$ cat src/rtl/comparator_multicycle.sv
// comparator_multicycle
//   Multi-cycle magnitude comparator for the ALU/branch path. A - B is formed
//   CHUNK bits per cycle, LSB first, through one narrow adder, and the result
//   is reported as lt/eq/le flags for either a signed or an unsigned compare.
//   Operands enter and flags leave through valid/ready handshakes. Only one
//   transaction is in flight at a time.
//
//   Optional feature macro: COMPARATOR_MINMAX_EN
//     When defined, the min_out/max_out ports are added. They carry the smaller
//     and larger operand and are registered together with the flags.
//
// Parameters
//   N      operand width; must be a multiple of CHUNK
//   CHUNK  bits subtracted per cycle (NCHUNK = N/CHUNK RUN cycles)
//
// Ports
//   clk        clock, all state updates on the rising edge
//   rst        synchronous active-high reset
//   i_valid    operands valid           i_ready   block can accept operands
//   a, b       operands (N bits)        is_signed 1: two's-complement compare
//   o_valid    result flags valid       o_ready   consumer accepts the result
//   lt, eq, le a<b, a==b, a<=b (registered; hold their value outside o_valid)
//   min_out    smaller operand (b when the operands are equal)  [COMPARATOR_MINMAX_EN]
//   max_out    larger operand                                   [COMPARATOR_MINMAX_EN]

module comparator_multicycle #(
  parameter int N     = 32,
  parameter int CHUNK = 8
) (
  input  logic         clk,
  input  logic         rst,
  input  logic         i_valid,
  output logic         i_ready,
  input  logic [N-1:0] a,
  input  logic [N-1:0] b,
  input  logic         is_signed,
  output logic         o_valid,
  input  logic         o_ready,
  output logic         lt,
  output logic         eq,
  output logic         le
`ifdef COMPARATOR_MINMAX_EN
  ,
  output logic [N-1:0] min_out,
  output logic [N-1:0] max_out
`endif
);

  localparam int NCHUNK = N / CHUNK;
  localparam int CW     = (NCHUNK > 1) ? $clog2(NCHUNK + 1) : 1;
  localparam logic [CW-1:0] LAST_CNT = CW'(NCHUNK - 1);

  typedef enum logic [1:0] {IDLE, RUN, DONE} state_e;

  state_e        state_q;
  logic [N-1:0]  a_sh_q, b_sh_q;
  logic          signed_q;
  logic          carry_q;
  logic          eq_acc_q;
  logic [CW-1:0] cnt_q;
`ifdef COMPARATOR_MINMAX_EN
  logic [N-1:0]  a_q, b_q;
`endif

  // One chunk of a + ~b + carry. The carry seeds to 1, so across all chunks
  // this adder forms a - b.
  logic [CHUNK:0]   sum_d;
  logic [CHUNK-1:0] diff_d;
  logic             cout_d;
  logic             sa_d, sb_d, sd_d;
  logic             lt_last_d, eq_last_d;

  assign sum_d  = {1'b0, a_sh_q[CHUNK-1:0]} + {1'b0, ~b_sh_q[CHUNK-1:0]}
                + {{CHUNK{1'b0}}, carry_q};
  assign diff_d = sum_d[CHUNK-1:0];
  assign cout_d = sum_d[CHUNK];

  // On the last chunk, the low CHUNK bits of the shift registers hold the
  // operands' MSB chunk, so their top bits are the sign bits.
  assign sa_d = a_sh_q[CHUNK-1];
  assign sb_d = b_sh_q[CHUNK-1];
  assign sd_d = diff_d[CHUNK-1];

  // Signed: difference sign corrected for overflow (overflow occurs only when
  // the operand signs differ and the result sign differs from a's sign).
  // Unsigned: no carry out of the subtraction means a borrow, i.e. a < b.
  assign lt_last_d = signed_q ? (sd_d ^ ((sa_d != sb_d) & (sd_d != sa_d))) : ~cout_d;
  assign eq_last_d = eq_acc_q & (diff_d == '0);

  assign i_ready = (state_q == IDLE) & ~rst;

  always_ff @(posedge clk) begin
    if (rst) begin
      state_q  <= IDLE;
      o_valid  <= 1'b0;
      lt       <= 1'b0;
      eq       <= 1'b0;
      le       <= 1'b0;
      cnt_q    <= '0;
      carry_q  <= 1'b0;
      eq_acc_q <= 1'b0;
      signed_q <= 1'b0;
      a_sh_q   <= '0;
      b_sh_q   <= '0;
`ifdef COMPARATOR_MINMAX_EN
      a_q      <= '0;
      b_q      <= '0;
      min_out  <= '0;
      max_out  <= '0;
`endif
    end else begin
      case (state_q)
        IDLE: begin
          if (i_valid) begin
            a_sh_q   <= a;
            b_sh_q   <= b;
            signed_q <= is_signed;
            carry_q  <= 1'b1;
            eq_acc_q <= 1'b1;
            cnt_q    <= '0;
`ifdef COMPARATOR_MINMAX_EN
            a_q      <= a;
            b_q      <= b;
`endif
            state_q  <= RUN;
          end
        end

        RUN: begin
          carry_q  <= cout_d;
          eq_acc_q <= eq_last_d;
          a_sh_q   <= a_sh_q >> CHUNK;
          b_sh_q   <= b_sh_q >> CHUNK;
          cnt_q    <= cnt_q + CW'(1);
          if (cnt_q == LAST_CNT) begin
            lt      <= lt_last_d;
            eq      <= eq_last_d;
            le      <= lt_last_d | eq_last_d;
            o_valid <= 1'b1;
`ifdef COMPARATOR_MINMAX_EN
            min_out <= lt_last_d ? a_q : b_q;
            max_out <= lt_last_d ? b_q : a_q;
`endif
            state_q <= DONE;
          end
        end

        DONE: begin
          if (o_ready) begin
            o_valid <= 1'b0;
            state_q <= IDLE;
          end
        end

        default: begin
          state_q <= IDLE;
          o_valid <= 1'b0;
        end
      endcase
    end
  end

endmodule

$ cat config.mk
export PLATFORM = sky130hd
export DESIGN_NAME = comparator_multicycle
export DESIGN_NICKNAME = d
export VERILOG_FILES = /design/src/rtl/comparator_multicycle.sv
export SDC_FILE = /design/constraint.sdc
export NUM_CORES = 1
export LEC_CHECK = 0
export CAP_MARGIN = 30
export CORE_MARGIN = 2
export CORE_UTILIZATION = 51
export CTS_CLUSTER_DIAMETER = 200
export DETAILED_ROUTE_END_ITERATION = 7
export HOLD_SLACK_MARGIN = 0.06
export PLACE_DENSITY = 0.76
export SLEW_MARGIN = 5
export SYNTH_ARGS = -nofsm -noshare
export SYNTH_HDL_FRONTEND = slang
export SYNTH_SLANG_ARGS = --single-unit
$ cat constraint.sdc
create_clock -name clk -period 3.72 [get_ports clk]
set_input_delay 0.372 -clock clk [delete_from_list [all_inputs] [get_ports clk]]
set_output_delay 0.372 -clock clk [all_outputs]
set_load 0.005 [all_outputs]
# Word level (Yosys, flattened, before mapping)
# Index checks and enable logic that the tools add are counted.
# classes
add_sub_neg	3
eq_ne	8
n_mux	17
n_bitwise	9
n_reduce_logical	8
# op_table
op	n
32-bit one-hot mux with 2 select lines	2
32-bit 2-to-1 mux	2
8-bit by 8-bit adder with 9-bit output	1
9-bit by 1-bit adder with 9-bit output	1
8-bit logical NOT	1
8-bit NOT	1
2-bit 2-to-1 mux	3
2-bit inequality test, second input constant	3
2-bit one-hot mux with 3 select lines	1
3-bit one-hot mux with 2 select lines	1
2-bit AND reduction	3
3-bit AND reduction	2
1-bit 2-to-1 mux	4
1-bit one-hot mux with 2 select lines	2
3-bit by 1-bit adder with 3-bit output, second input constant	1
1-bit AND	3
3-bit by 2-bit equality test with 1-bit output, second input constant	1
3-bit 2-to-1 mux	1
1-bit NOT	3
1-bit one-hot mux with 3 select lines	1
2-bit by 1-bit equality test with 1-bit output, second input constant	1
2-bit equality test, second input constant	1
2-bit logical NOT	1
1-bit inequality test	2
other kinds (3)	3
# word_totals
reg_bits	76
inputBits	69
elab_cells	56

# Logic depth before layout (Yosys ltp)
# logic_depth
depth_word	8
mapped_depth	13
depth_no_buf	13

# Worst setup path before layout
# Ideal clock, no wire load.
# synth_path
path_kind	reg-to-reg
startpoint	register a_sh_q[0]
endpoint	register le
setup_ns	0.079
arrival_time_ns	2.499
setup_slack_ns	1.142
path_stages_with_launch	14
path_buffers	0
period_less_slack_ns	2.578
cell_sequence	dfxtp_1 -> inv_1 -> fa_1 -> nand2b_1 -> a21oi_1 -> o31a_1 -> a21o_1 -> a21oi_1 -> fa_1 -> nand4_1 -> a21oi_1 -> o21ai_1 -> a21o_1 -> a211oi_2
# synth_via
elab_chain_len	7
word_cells_on_any_way	10
# synth_rtl
item	line	text
start, declared	56	logic [N-1:0] a_sh_q, b_sh_q;
start signal, assigned	132	a_sh_q <= a_sh_q >> CHUNK;
8-bit by 8-bit adder with 9-bit output (*)	73	assign sum_d = {1'b0, a_sh_q[CHUNK-1:0]} + {1'b0, ~b_sh_q[CHUNK-1:0]}
9-bit by 1-bit adder with 9-bit output (*)	74	+ {{CHUNK{1'b0}}, carry_q};
1-bit inequality test	87	assign lt_last_d = signed_q ? (sd_d ^ ((sa_d != sb_d) & (sd_d != sa_d))) : ~cout_d;
1-bit AND	87	
1-bit XOR	87	
1-bit 2-to-1 mux	87	
1-bit bitwise OR (*)	138	le <= lt_last_d | eq_last_d;
end signal, assigned	138	
end, declared	41	output logic le
# Mark *: on every way between the ends. The rest lies on a longest branch, timed or not.
# A chain may end at the register's enable or synchronous reset.

# Worst setup path in the final report
# Same ends and word-level chain as after synthesis.

==> flow_summary.toml <==
[status]
run_status = "finished, final reports clean"

[setup_path]
critical_path.endpoint_type = "register"
crit_family = "compound AO/OA/AOI/OAI gates"
required_ns = 3.98
critical_path.max_fanout = 3
path_buf_inv = 1
max_stage_delay_ns = 0.49
worst_path_max_delay_cell = "fa_1"
critPathKind = "register to register"
critical_path.most_common_cell = "a21oi_1"
worst-endpoint-arrival_ns = 3.05
cp-start-kind = "register"
critical_path.cell_chain = "inv_1 > fa_1 > nand2b_1 > a21oi_1 > o31a_1 > a21o_1 > a21oi_1 > fa_1 > nand4_1 > a21oi_1 > o21ai_1 > a21o_1 > a211oi_2"

[cts]
ctsHoldBuffers = 0
cts.repair_timing.setup_buffer_count = 0
cts_resized = 0
tritoncts = "done"
worst_skew_pair.late_latency_ns = 0.34
worst_setup_hold_path_clk_slew_ns = 0.07
cts_root_buf = "clkbuf_8"
cts-htree-levels = 3
number_of_cts_inserted_buffers = 9
clock-sinks = 76
clk_path_buf_depth = 2

[sta]
whs_ns = 0.469
worst_slew_pin_tran_ns = 0.924
rsz_0062_raised_after_global_routing = "no"
fmaxAchievable_ghz = 0.359
finalSetupTns_ns = 0
period_minus_slack_ns = 2.79
period_share_pct = 74.9
finalSetupViolCount = 0
max_slew_margin_pct = 38.3
final-hold-violation-count = 0
finalClockSkew_ns = 0.00787
timing_max_transition_violations_final = 0

[floorplanning]
die_x_um = 87
coreArea_sq_um = 6720
row_count = 30
dieHeight_um = 87
start_util_pct = 52.3
floorplan.io_pins = 74
design.die.area_sq_um = 7570

[logic_synthesis]
async_reset_ff_share_pct = 0
post_syn_area_sq_um = 3510
synthDominantCellAreaShare_pct = 43.3
synth.largest_area_cell = "dfxtp_1"
synth-warning-count = 0
synth_xor_xnor_area_share_pct = 0.249
synth_top_family_by_area = "simple AND/OR/NAND/NOR gates"
post_synth_num_cell_types = 37
synth-seq-area-share_pct = 43.3
synthMostInstantiatedCell = "nand2_1"
synth_area_in_simple_gates_pct = 25.4
synthAdderAreaFrac_pct = 4.91
synth_nets = 531
ys_top_cells_by_area = "dfxtp_1, nand2_1, a311oi_1"
synth.mux.area_fraction_pct = 0
synth_seq_cells = 76
synth_compound_gate_area_share_pct = 20.8
synth_edf_count = 0
synthesis.instances = 450
yosys_most_used_dff = "dfxtp_1"
ys_top_cells_by_count = "nand2_1, dfxtp_1, nor2_1"
synthesis.area_per_instance_sq_um = 7.81

[grt]
use_met3_pct = 5.21
grt_pass1_vias = 3101
antenna_found_initial = 0
globalRoute.totalOverflow = 0
grt_start_max_net_pins = 78
grt_usage_pct = 24.1
wire_length_of_the_first_global_routing_pass_um = 14500
globalRouteMet2Util_pct = 36.3
grt.busiest_layer = "met2"
met1_track_usage_gr_pct = 34.8

[power_and_ir_drop]
p_sw_share_pct = 27.9
total_leakage_power_nw = 1.68
p_comb_share_pct = 20.9
seq_power_share_pct = 47.4
clock_power_share_pct = 31.7
intPower_mw = 1.40
worst_ir_drop_vdd_mv = 0.233
switchingPower_uw = 543
powerDensity_nw_per_um2 = 436

[place]
place.detailed.instances = 573
post_dp_cell_area_sq_um = 4270
finalWeightedCongestion = 0.867
total_half_perimeter_wirelength_after_legalization_and_detailed_placement_um = 5640
portBuffers = 73

[route]
drc = 0
avgViaCountPerCell = 5.64
final_wirelength_um = 8540
routed_wire_length_per_instance_um = 14.5
num_vias = 3320
detail-route-antenna-nets = 0
drt-initial-drc-count = 215
firstDrtPassIters = 4

[finish]
area.growth.synth_to_final_pct = 27.1
postLayoutCellArea_sq_um = 4460
layout.nets = 585
insertedDiodeCount = 0
post_route_cells_drive_above_1_share_pct = 5.70
number_of_standard_cells_in_the_layout_taps_in_and_fillers_out = 589

[flow_run]
drv.max_cap_violation_count = 0

[hold_path]
timing.hold.worst.class = "register to register"
## path summary, 6_finish.rpt
kind | start | end | slack (ns) | depth (start not counted)
max | a_sh_q[0] | le | 0.93 | 13
min | b_sh_q[28] | b_sh_q[28] | 0.47 | 2
max reg2reg | a_sh_q[0] | le | 0.93 | 13
min reg2reg | b_sh_q[28] | b_sh_q[28] | 0.47 | 2
## cell families after synthesis
family | after synthesis
AOI/OAI and AO/OA | 98
xor gates and xnor gates | 1
adders and majority gates | 12
buffers and inverters | 48
DFF | 76
and+or+nand+nor | 215
## cells in the final DEF, fill, tap and decap left out, drive strengths merged, types with 3 or more instances in the layout
cell type	netlist	layout
fa	3	3
nor3	5	5
clkbuf	25	12
inv	11	11
a21oi	30	30
dfxtp	76	76
buf	12	8
a211oi	3	3
ha	9	9
nand2	117	117
clkinv	0	3
nand3	18	18
clkdlybuf4s50	0	72
nor2	56	56
a311oi	49	49
o21ai	4	4
nand2b	8	8
## power groups by stage
stage,sequential [mW],clock (mW),combinational (mW)
after global placement,0.938,0,0.397
after detailed placement,0.941,0,0.403
after floorplan,0.928,0,0.271
after global routing,0.931,0.662,0.460
final,0.923,0.616,0.407
after CTS,0.923,0.624,0.407
## area by class of cell
class | count | area, sq um
clock inverter | 4 | 48.8
clock buffer | 12 | 145
inverter | 11 | 41.3
multi-input combinational | 326 | 1820
fill | 575 | 2250
tap | 80 | 100
timing repair buffer | 80 | 791
sequential | 76 | 1520
## metrics by stage
stage / setup slack [ns] / util, % / total power, mW
floorplan: 1.14 / - / 1.20
global placement: 1.02 / 63.3 / 1.33
detailed placement: 0.952 / 63.6 / 1.34
CTS: 0.919 / 66.4 / 1.95
global route: 0.773 / 66.4 / 2.05
finish: 0.933 / 66.4 / 1.95
## layer usage
layer	vias to the layer above	wire, um
li1	1689	-
met5	-	0
met3	10	350
met4	0	136
met2	77	3850
met1	1544	4200
## sequential cells by signal, summed over array words and instances, names as in the netlist
signal and cells:
b_sh_q 32, a_sh_q 32, o_valid 1, eq 1
cnt_q 3, le 1, eq_acc_q 1, carry_q 1
signed_q 1, lt 1, state_q 2
## tightest hold or removal path, stage by stage, from the launching register on
cell and delay (ns):
dfxtp_1 0.31, nand3_1 0.06, a21oi_1 0.05
(Power assumes the default switching activity.)
